### src/rtl/ace_snoop_responder.sv
// ACE snoop responder: accepts one AC snoop, looks up the tag, answers on CR,
// streams the line on CD when required, then issues the line-state update.
// Optional `define ACE_SNOOP_RESP_PERF_EN adds saturating hit/miss counters.
//
// state    | meaning
// ---------+-----------------------------------------------------------
// S_IDLE   | ac_ready high, waiting for a snoop
// S_LOOKUP | tag lookup requested/granted, waiting for the result
// S_CR     | snoop response presented until accepted
// S_DATA   | line read beat by beat from the data array and sent on CD
// S_UPDATE | line-state update presented until accepted
module ace_snoop_responder #(
  parameter int ADDR_WIDTH = 32,
  parameter int DATA_WIDTH = 64,
  parameter int CD_BEATS   = 4
) (
  input  logic                        clk_i,
  input  logic                        rst_ni,
  input  logic                        ac_valid_i,
  output logic                        ac_ready_o,
  input  logic [ADDR_WIDTH-1:0]       ac_addr_i,
  input  logic [3:0]                  ac_snoop_i,
  output logic                        cr_valid_o,
  input  logic                        cr_ready_i,
  output logic [4:0]                  cr_resp_o,
  output logic                        cd_valid_o,
  input  logic                        cd_ready_i,
  output logic [DATA_WIDTH-1:0]       cd_data_o,
  output logic                        cd_last_o,
  output logic [ADDR_WIDTH-1:0]       addr_o,
  output logic                        lu_req_o,
  input  logic                        lu_gnt_i,
  input  logic                        lu_rvalid_i,
  input  logic [2:0]                  lu_state_i,
  output logic                        dat_req_o,
  input  logic                        dat_gnt_i,
  output logic [$clog2(CD_BEATS)-1:0] dat_beat_o,
  input  logic                        dat_rvalid_i,
  input  logic [DATA_WIDTH-1:0]       dat_rdata_i,
  output logic                        upd_valid_o,
  input  logic                        upd_ready_i,
  output logic [1:0]                  upd_op_o
`ifdef ACE_SNOOP_RESP_PERF_EN
  ,
  output logic [31:0]                 hit_cnt_o,
  output logic [31:0]                 miss_cnt_o
`endif
);

  localparam int BEAT_W = $clog2(CD_BEATS);
  localparam logic [BEAT_W-1:0] LAST_BEAT = BEAT_W'(CD_BEATS - 1);

  typedef enum logic [2:0] {
    S_IDLE,
    S_LOOKUP,
    S_CR,
    S_DATA,
    S_UPDATE
  } state_t;

  state_t state, state_nxt;

  logic [ADDR_WIDTH-1:0] addr_q;
  logic [3:0]            snoop_q;
  logic                  lu_granted;
  logic [4:0]            resp_q, resp_d;
  logic [1:0]            upd_q, upd_d;
  logic [BEAT_W-1:0]     beat;
  logic                  dat_wait;
  logic                  cd_valid;
  logic [DATA_WIDTH-1:0] cd_data;
  logic                  cd_last;
  logic                  lu_accept;
  logic                  cd_fire;

  assign lu_accept = (state == S_LOOKUP) && lu_granted && lu_rvalid_i;
  assign cd_fire   = cd_valid && cd_ready_i;

  // Response decode; bit order {WasUnique, IsShared, PassDirty, Error, DataTransfer}.
  always_comb begin
    logic hit, dirty, uniq;
    hit    = lu_state_i[2];
    dirty  = lu_state_i[1];
    uniq   = lu_state_i[0];
    resp_d = 5'b00000;
    upd_d  = 2'b00;
    case (snoop_q)
      4'b0000: if (hit) resp_d = {uniq, 1'b1, 1'b0, 1'b0, 1'b1};
      4'b0001, 4'b0010, 4'b0011: if (hit) begin
        resp_d = {uniq, 1'b1, dirty, 1'b0, 1'b1};
        upd_d  = 2'b10;
      end
      4'b0111: if (hit) begin
        resp_d = {uniq, 1'b0, dirty, 1'b0, 1'b1};
        upd_d  = 2'b01;
      end
      4'b1001: if (hit) begin
        resp_d = {uniq, 1'b0, dirty, 1'b0, dirty};
        upd_d  = 2'b01;
      end
      4'b1000: if (hit) begin
        resp_d = {uniq, 1'b1, dirty, 1'b0, dirty};
        upd_d  = dirty ? 2'b10 : 2'b00;
      end
      4'b1101: if (hit) begin
        resp_d = {uniq, 4'b0000};
        upd_d  = 2'b01;
      end
      default: resp_d = 5'b00010;
    endcase
  end

  always_ff @(posedge clk_i or negedge rst_ni) begin
    if (!rst_ni) state <= S_IDLE;
    else         state <= state_nxt;
  end

  always_comb begin
    state_nxt   = state;
    ac_ready_o  = 1'b0;
    lu_req_o    = 1'b0;
    cr_valid_o  = 1'b0;
    dat_req_o   = 1'b0;
    upd_valid_o = 1'b0;
    case (state)
      S_IDLE: begin
        ac_ready_o = 1'b1;
        if (ac_valid_i) state_nxt = S_LOOKUP;
      end
      S_LOOKUP: begin
        lu_req_o = !lu_granted;
        if (lu_accept) state_nxt = S_CR;
      end
      S_CR: begin
        cr_valid_o = 1'b1;
        if (cr_ready_i) begin
          if (resp_q[0])          state_nxt = S_DATA;
          else if (upd_q != 2'b00) state_nxt = S_UPDATE;
          else                     state_nxt = S_IDLE;
        end
      end
      S_DATA: begin
        // One read in flight at most, and none while a beat waits on CD.
        dat_req_o = !dat_wait && !cd_valid;
        if (cd_fire && beat == LAST_BEAT)
          state_nxt = (upd_q != 2'b00) ? S_UPDATE : S_IDLE;
      end
      S_UPDATE: begin
        upd_valid_o = 1'b1;
        if (upd_ready_i) state_nxt = S_IDLE;
      end
      default: state_nxt = S_IDLE;
    endcase
  end

  always_ff @(posedge clk_i or negedge rst_ni) begin
    if (!rst_ni) begin
      addr_q     <= '0;
      snoop_q    <= '0;
      lu_granted <= 1'b0;
      resp_q     <= '0;
      upd_q      <= '0;
      beat       <= '0;
      dat_wait   <= 1'b0;
      cd_valid   <= 1'b0;
      cd_data    <= '0;
      cd_last    <= 1'b0;
    end else begin
      if (state == S_IDLE && ac_valid_i) begin
        addr_q  <= ac_addr_i;
        snoop_q <= ac_snoop_i;
      end
      if (lu_req_o && lu_gnt_i) lu_granted <= 1'b1;
      if (lu_accept) begin
        lu_granted <= 1'b0;
        resp_q     <= resp_d;
        upd_q      <= upd_d;
      end
      if (state == S_CR && cr_ready_i) beat <= '0;
      if (dat_req_o && dat_gnt_i) dat_wait <= 1'b1;
      if (dat_wait && dat_rvalid_i) begin
        dat_wait <= 1'b0;
        cd_valid <= 1'b1;
        cd_data  <= dat_rdata_i;
        cd_last  <= (beat == LAST_BEAT);
      end
      // The last beat's increment wraps the counter exactly as DATA is left.
      if (cd_fire) begin
        cd_valid <= 1'b0;
        cd_last  <= 1'b0;
        beat     <= beat + 1'b1;
      end
    end
  end

  assign addr_o     = addr_q;
  assign cr_resp_o  = resp_q;
  assign upd_op_o   = upd_q;
  assign dat_beat_o = beat;
  assign cd_valid_o = cd_valid;
  assign cd_data_o  = cd_data;
  assign cd_last_o  = cd_last;

`ifdef ACE_SNOOP_RESP_PERF_EN
  logic [31:0] hit_cnt, miss_cnt;

  always_ff @(posedge clk_i or negedge rst_ni) begin
    if (!rst_ni) begin
      hit_cnt  <= '0;
      miss_cnt <= '0;
    end else if (lu_accept) begin
      if (lu_state_i[2]) begin
        if (hit_cnt != 32'hFFFF_FFFF) hit_cnt <= hit_cnt + 32'd1;
      end else begin
        if (miss_cnt != 32'hFFFF_FFFF) miss_cnt <= miss_cnt + 32'd1;
      end
    end
  end

  assign hit_cnt_o  = hit_cnt;
  assign miss_cnt_o = miss_cnt;
`endif

endmodule

### config.mk
export PLATFORM = sky130hd
export DESIGN_NAME = ace_snoop_responder
export DESIGN_NICKNAME = d
export VERILOG_FILES = /design/src/rtl/ace_snoop_responder.sv
export SDC_FILE = /design/constraint.sdc
export NUM_CORES = 1
export LEC_CHECK = 0
export CORE_MARGIN = 4
export CORE_UTILIZATION = 36
export CTS_CLUSTER_SIZE = 30
export DETAILED_ROUTE_END_ITERATION = 10
export GPL_TIMING_DRIVEN = 0
export PLACE_DENSITY = 0.74
export SLEW_MARGIN = 5
export SYNTH_ARGS = -nofsm -noshare
export SYNTH_HDL_FRONTEND = slang
export SYNTH_SLANG_ARGS = --single-unit
export TNS_END_PERCENT = 10
### constraint.sdc
create_clock -name clk_i -period 1.9 [get_ports clk_i]
set_input_delay 0.38 -clock clk_i [delete_from_list [all_inputs] [get_ports clk_i]]
set_output_delay 0.38 -clock clk_i [all_outputs]
set_load 0.05 [all_outputs]
# After elaboration in Yosys (flattened, before gate mapping)
# Index checks and enable logic that the tools add are counted.
word_totals:
  rom_bits: 0
  reg_bits: 116
  ram_bits: 0
  memories: 0
  latch_bits: 0
  inputBits: 113
classes:
  shifts: 0
  n_addsub: 1
  n_div: 0
  mux: 35
  reduce_logical: 23
  bitwise: 0
  eq_ne: 17
  n_mul: 0
  order_cmp: 0
op_table:
  columns: ["cell", "count"]
  rows:
  - ["two-way mux 5 bit", 6]
  - ["case mux 5 bit (6 select lines)", 1]
  - ["two-way mux 3 bit", 7]
  - ["case mux 3 bit (5 select lines)", 1]
  - ["two-way mux 1 bit", 14]
  - ["== test 4 bit, second input constant", 3]
  - ["logical AND 1 bit", 10]
  - ["two-way mux 2 bit", 5]
  - ["inequality test 2 bit, second input constant", 5]
  - ["nonzero test 2 bit", 5]
  - ["== test 4 x 2 -> 1 bit, second input constant", 2]
  - ["== test 3 x 2 -> 1 bit, second input constant", 2]
  - ["case mux 2 bit (3 select lines)", 1]
  - ["OR reduction 3 bit", 2]
  - ["AND reduction 5 bit", 1]
  - ["== test 4 x 1 -> 1 bit, second input constant", 1]
  - ["== test 4 x 3 -> 1 bit, second input constant", 1]
  - ["logical NOT 4 bit", 1]
  - ["== test 3 x 1 -> 1 bit, second input constant", 1]
  - ["== test 3 bit, second input constant", 1]
  - ["logical NOT 1 bit", 3]
  - ["logical NOT 3 bit", 1]
  - ["adder 2 x 1 -> 2 bit, second input constant", 1]
  - ["== test 2 bit, second input constant", 1]

# Logic depth before layout (Yosys ltp)
logic_depth:
  ltp_word: 6
  mapped_depth: 7

# Least setup slack after synthesis
# OpenSTA, ideal clock, no wires.
synth_path:
  kind: "register -> register"
  startpoint: "reg state[2]"
  endpoint: "reg beat[0] (netlist: dat_beat_o[0])"
  required_time_ns: 1.753
  synth_period_minus_slack_ns: 2.274
  stages_incl_launch_ff: 6
  path_slack_ns: -0.374
  arrival_ns: 2.127
  path_buffers: 1
  path_cell_list: "dfrtp_1 clkbuf_2 nor3b_1 nand2_1 nand3_1 o21ai_0"
synth_via:
  elab_chain_cells: 3
synth_rtl:
  columns: ["item", "line_no", "rtl"]
  rows:
  - ["start: declaration", "61", "state_t state, state_nxt;"]
  - ["start signal: assignment", "115", "else state <= state_nxt;"]
  - ["== test 3 x 2 -> 1 bit", "179", "if (state == S_CR && cr_ready_i) beat <= '0;"]
  - ["logical AND 1 bit", "179", null]
  - ["nonzero test 2 bit (no line)", null, null]
  - ["end signal: assignment", "191", "beat <= beat + 1'b1;"]
  - ["end: declaration", "68", "logic [BEAT_W-1:0] beat;"]
# No other way between the ends.
# A chain may end at the register's enable or synchronous reset.

# Worst setup path in the final report
layout_path:
  startpoint: "reg state[0]"
  endpoint: "out lu_req_o"
layout_via:
  elab_chain_cells: 2
layout_rtl:
  columns: ["item", "line_no", "rtl"]
  rows:
  - ["== test 3 x 1 -> 1 bit", "125", "case (state)"]
  - ["two-way mux 1 bit", "125", null]
  - ["end: declaration", "31", "output logic lu_req_o,"]
# No other way between the ends.

==> metrics.md <==
| Metric | Value |
|---|---|
| DRC | `0` |
| Synth warn | `0` |
| Register bit total from synthesis | `116` |
| Vias in the first global route | `3844` |
| Clock Path Buffers | `2` |
| CP Max Fanout | `9` |
| VDD IR max | `1.09 mV` |
| Antenna diodes | `0` |
| Placed cell count | `709` |
| HPWL Detailed | `9.52 mm` |
| Clk sink count | `116` |
| Die area | `14900 um2` |
| Initial antenna violation count | `0` |
| Grt ovf | `0` |
| H-tree levels | `4` |
| Die W | `122 um` |
| Sw Ratio | `45.6%` |
| Top cell type's share of synthesized area | `61.9%` |
| Mapped Area | `4690 um2` |
| Gr usage total | `17.1%` |
| Total CTS buffers | `17` |
| First DRT Iteration DRCs | `125` |
| Final Critical Period | `1860 ps` |
| Pwr Density | `2140 nW/um2` |
| Netlist cell types | `31` |
| Count of final setup violators | `0` |
| Fin Hold WS | `480 ps` |
| Clock skew | `6.07 ps` |
| Measured slew at the worst slew-check pin | `581 ps` |
| CTS tree | `done` |
| Crit Path Class | `reg2out` |
| Max_cap viols | `0` |
| Critical Path RT | `1520 ps` |
| FFs w/ async S/R, synth | `100%` |
| Largest net degree at the start of global routing | `67` |
| Top_reg_cell synth | `dfrtp_1` |
| Fmax | `538 MHz` |
| CTS clk-pin slew, worst paths | `50 ps` |
| Leakage | `3.59 nW` |
| Die H | `122 um` |
| Antenna Nets Post-Route | `0` |
| Post-Syn Instances | `312` |
| Mean post-synth cell area | `15.0 um2` |
| EDFF count, synth | `0` |
| Final non-filler cell total | `743` |
| Unrepaired setup endpoints after global routing | `true` |
| Worst slew margin | `61.3%` |
| Clock Latency Late Sink | `400 ps` |
| Most frequent cell after synthesis | `dfrtp_1` |
| Final Hold Vio Count | `0` |
| Placer's final routability congestion estimate | `0.804` |
| DR vias | `3471` |
| Post-synth top cells | `dfrtp_1 (116), mux2_2 (71), mux2_4 (28), nand2_1 (14), o21ai_0 (12)` |
| Hold crit path type | `reg2reg` |
| Part of the power in registers | `26.5%` |
| First-pass GRT wire length | `19.5 mm` |
| Top cells by area, synth | `dfrtp_1 (62%), mux2_2 (17%), mux2_4 (9.0%)` |
| Comb power frac | `52.8%` |
| Tcrit/Tclk final | `97.8%` |
| I/O Buffers | `224` |
| Share of layout cells above drive strength 1 | `27.5%` |
| NetSw | `0.00755 W` |
| Layout area overhead | `64.8%` |
| Critical path arrival | `1480 ps` |
| Total Wirelength | `12.6 mm` |
| Pre-antenna DRT Iters | `4` |
| Sequential share of the synthesized area | `61.9%` |
| Total core area | `12700 um2` |
| Syn nets | `426` |
| Fin nets | `673` |
| Rows | `41` |
| DR WL/cell | `16.9 um` |
| I/O pin total | `225` |
| Outcome | `completed` |
| CTS Root Cell | `clkbuf_16` |
| Setup crit start kind | `flop` |
| Internal Power | `0.00901 W` |
| Slew Viols, Final | `0` |
| Clk pwr share | `20.7%` |
| Drt via density | `4.67` |
| Worst Setup End Kind | `primary output` |
| Initial Util | `37.0%` |
| Synth area leader | `dfrtp_1` |
## stage by stage
step           TNS (ps)  setup slack (ps)  instance area (um2)  utilization [%]  total power, W
2_1_floorplan     -7670              -242                 4700                -          0.0107
3_3_place_gp    -454820             -3880                 7160             56.5          0.0138
3_5_place_dp      -6480              -256                 7190             56.7          0.0140
4_1_cts           -68.9             -68.9                 7700             60.8          0.0167
5_1_grt           -44.0             -33.6                 7730             61.0          0.0174
6_report              0              41.0                 7730             61.0          0.0166
## state kept, by name, indices dropped and copies added (netlist names)
name / count
upd_op_o: 2
addr_o: 32
cd_valid_o: 1
state: 3
cr_resp_o: 5
cd_data_o: 64
snoop_q: 4
dat_beat_o: 2
dat_wait: 1
lu_granted: 1
cd_last_o: 1
## layer usage
layer | vias up | global-route usage, % | wire [um]
met3 | 16 | 7.38 | 1290
li1 | 1602 | - | -
met4 | 0 | 6.16 | 171
met2 | 168 | 29.8 | 6410
met1 | 1685 | 18.7 | 4700
met5 | - | 0 | 0
## kinds of logic after synthesis
logic type | synth area share, %
adders and majority gates | 0.267
and+or+nand+nor | 4.72
muxes | 26.9
AOI/OAI and AO/OA | 3.71
DFF | 61.9
buffers and inverters | 2.56
## area by class of cell
| cell class | instances | area, um2 |
|---|---|---|
| Sequential cell | 116 | 2900 |
| Multi-Input combinational cell | 175 | 1690 |
| Fill cell | 1042 | 4940 |
| Timing Repair Buffer | 228 | 2150 |
| Inverter | 4 | 15.0 |
| Clock buffer | 21 | 460 |
| Clock inverter | 10 | 179 |
| Buffer | 17 | 110 |
| Tap cell | 172 | 215 |
## what timing repair did
action                                  in CTS  in global routing
endpoints found under the hold margin       50                  0
hold buffers                                 1                  0
resized for setup                          138                  9
buffers inserted                             1                  1
endpoints found under the setup margin     112                  4
## final timing paths
check	from	endpoint	slack, ps	depth (start not counted)
setup / recovery	state[0]	lu_req_o	40	4
hold / removal	cr_resp_o[3]	cr_resp_o[3]	480	2
setup reg to reg	state[0]	addr_o[22]	180	6
hold reg to reg	cr_resp_o[3]	cr_resp_o[3]	480	2
max in group asynchronous	rst_ni	cd_data_o[27]	720	3
min in group asynchronous	rst_ni	cd_data_o[16]	500	2
## cell usage in the layout, fill, tap and decap left out, drive strengths merged, types with 3 or more instances in the layout
cell / netlist / layout
dlygate4sd2: 0 / 107
o21ai: 12 / 12
dfrtp: 116 / 116
nor2b: 3 / 3
inv: 4 / 4
nor2: 6 / 6
a31oi: 3 / 3
nand2: 14 / 14
nor3b: 3 / 3
nand3: 7 / 7
bufinv: 0 / 5
buf: 12 / 20
nand3b: 3 / 3
a21oi: 7 / 7
clkinv: 0 / 5
mux2i: 4 / 4
clkbuf: 5 / 27
mux2: 99 / 99
clkdlybuf4s50: 0 / 111
## critical path, cell delays in order (launching register included)
cell	delay (ps)
dfrtp_1	310
clkbuf_4	190
nor3b_4	230
nor2b_2	180
buf_6	160
## power by group through the flow
| stage | logic, W | registers [W] | clock network, W |
|---|---|---|---|
| after floorplan | 0.00235 | 0.00836 | 0 |
| after global placement | 0.00941 | 0.00439 | 0 |
| after detailed placement | 0.00955 | 0.00445 | 0 |
| after CTS | 0.00878 | 0.00440 | 0.00352 |
| after global routing | 0.00916 | 0.00458 | 0.00364 |
| final | 0.00874 | 0.00439 | 0.00343 |
Power figures use the tool's default switching activity.
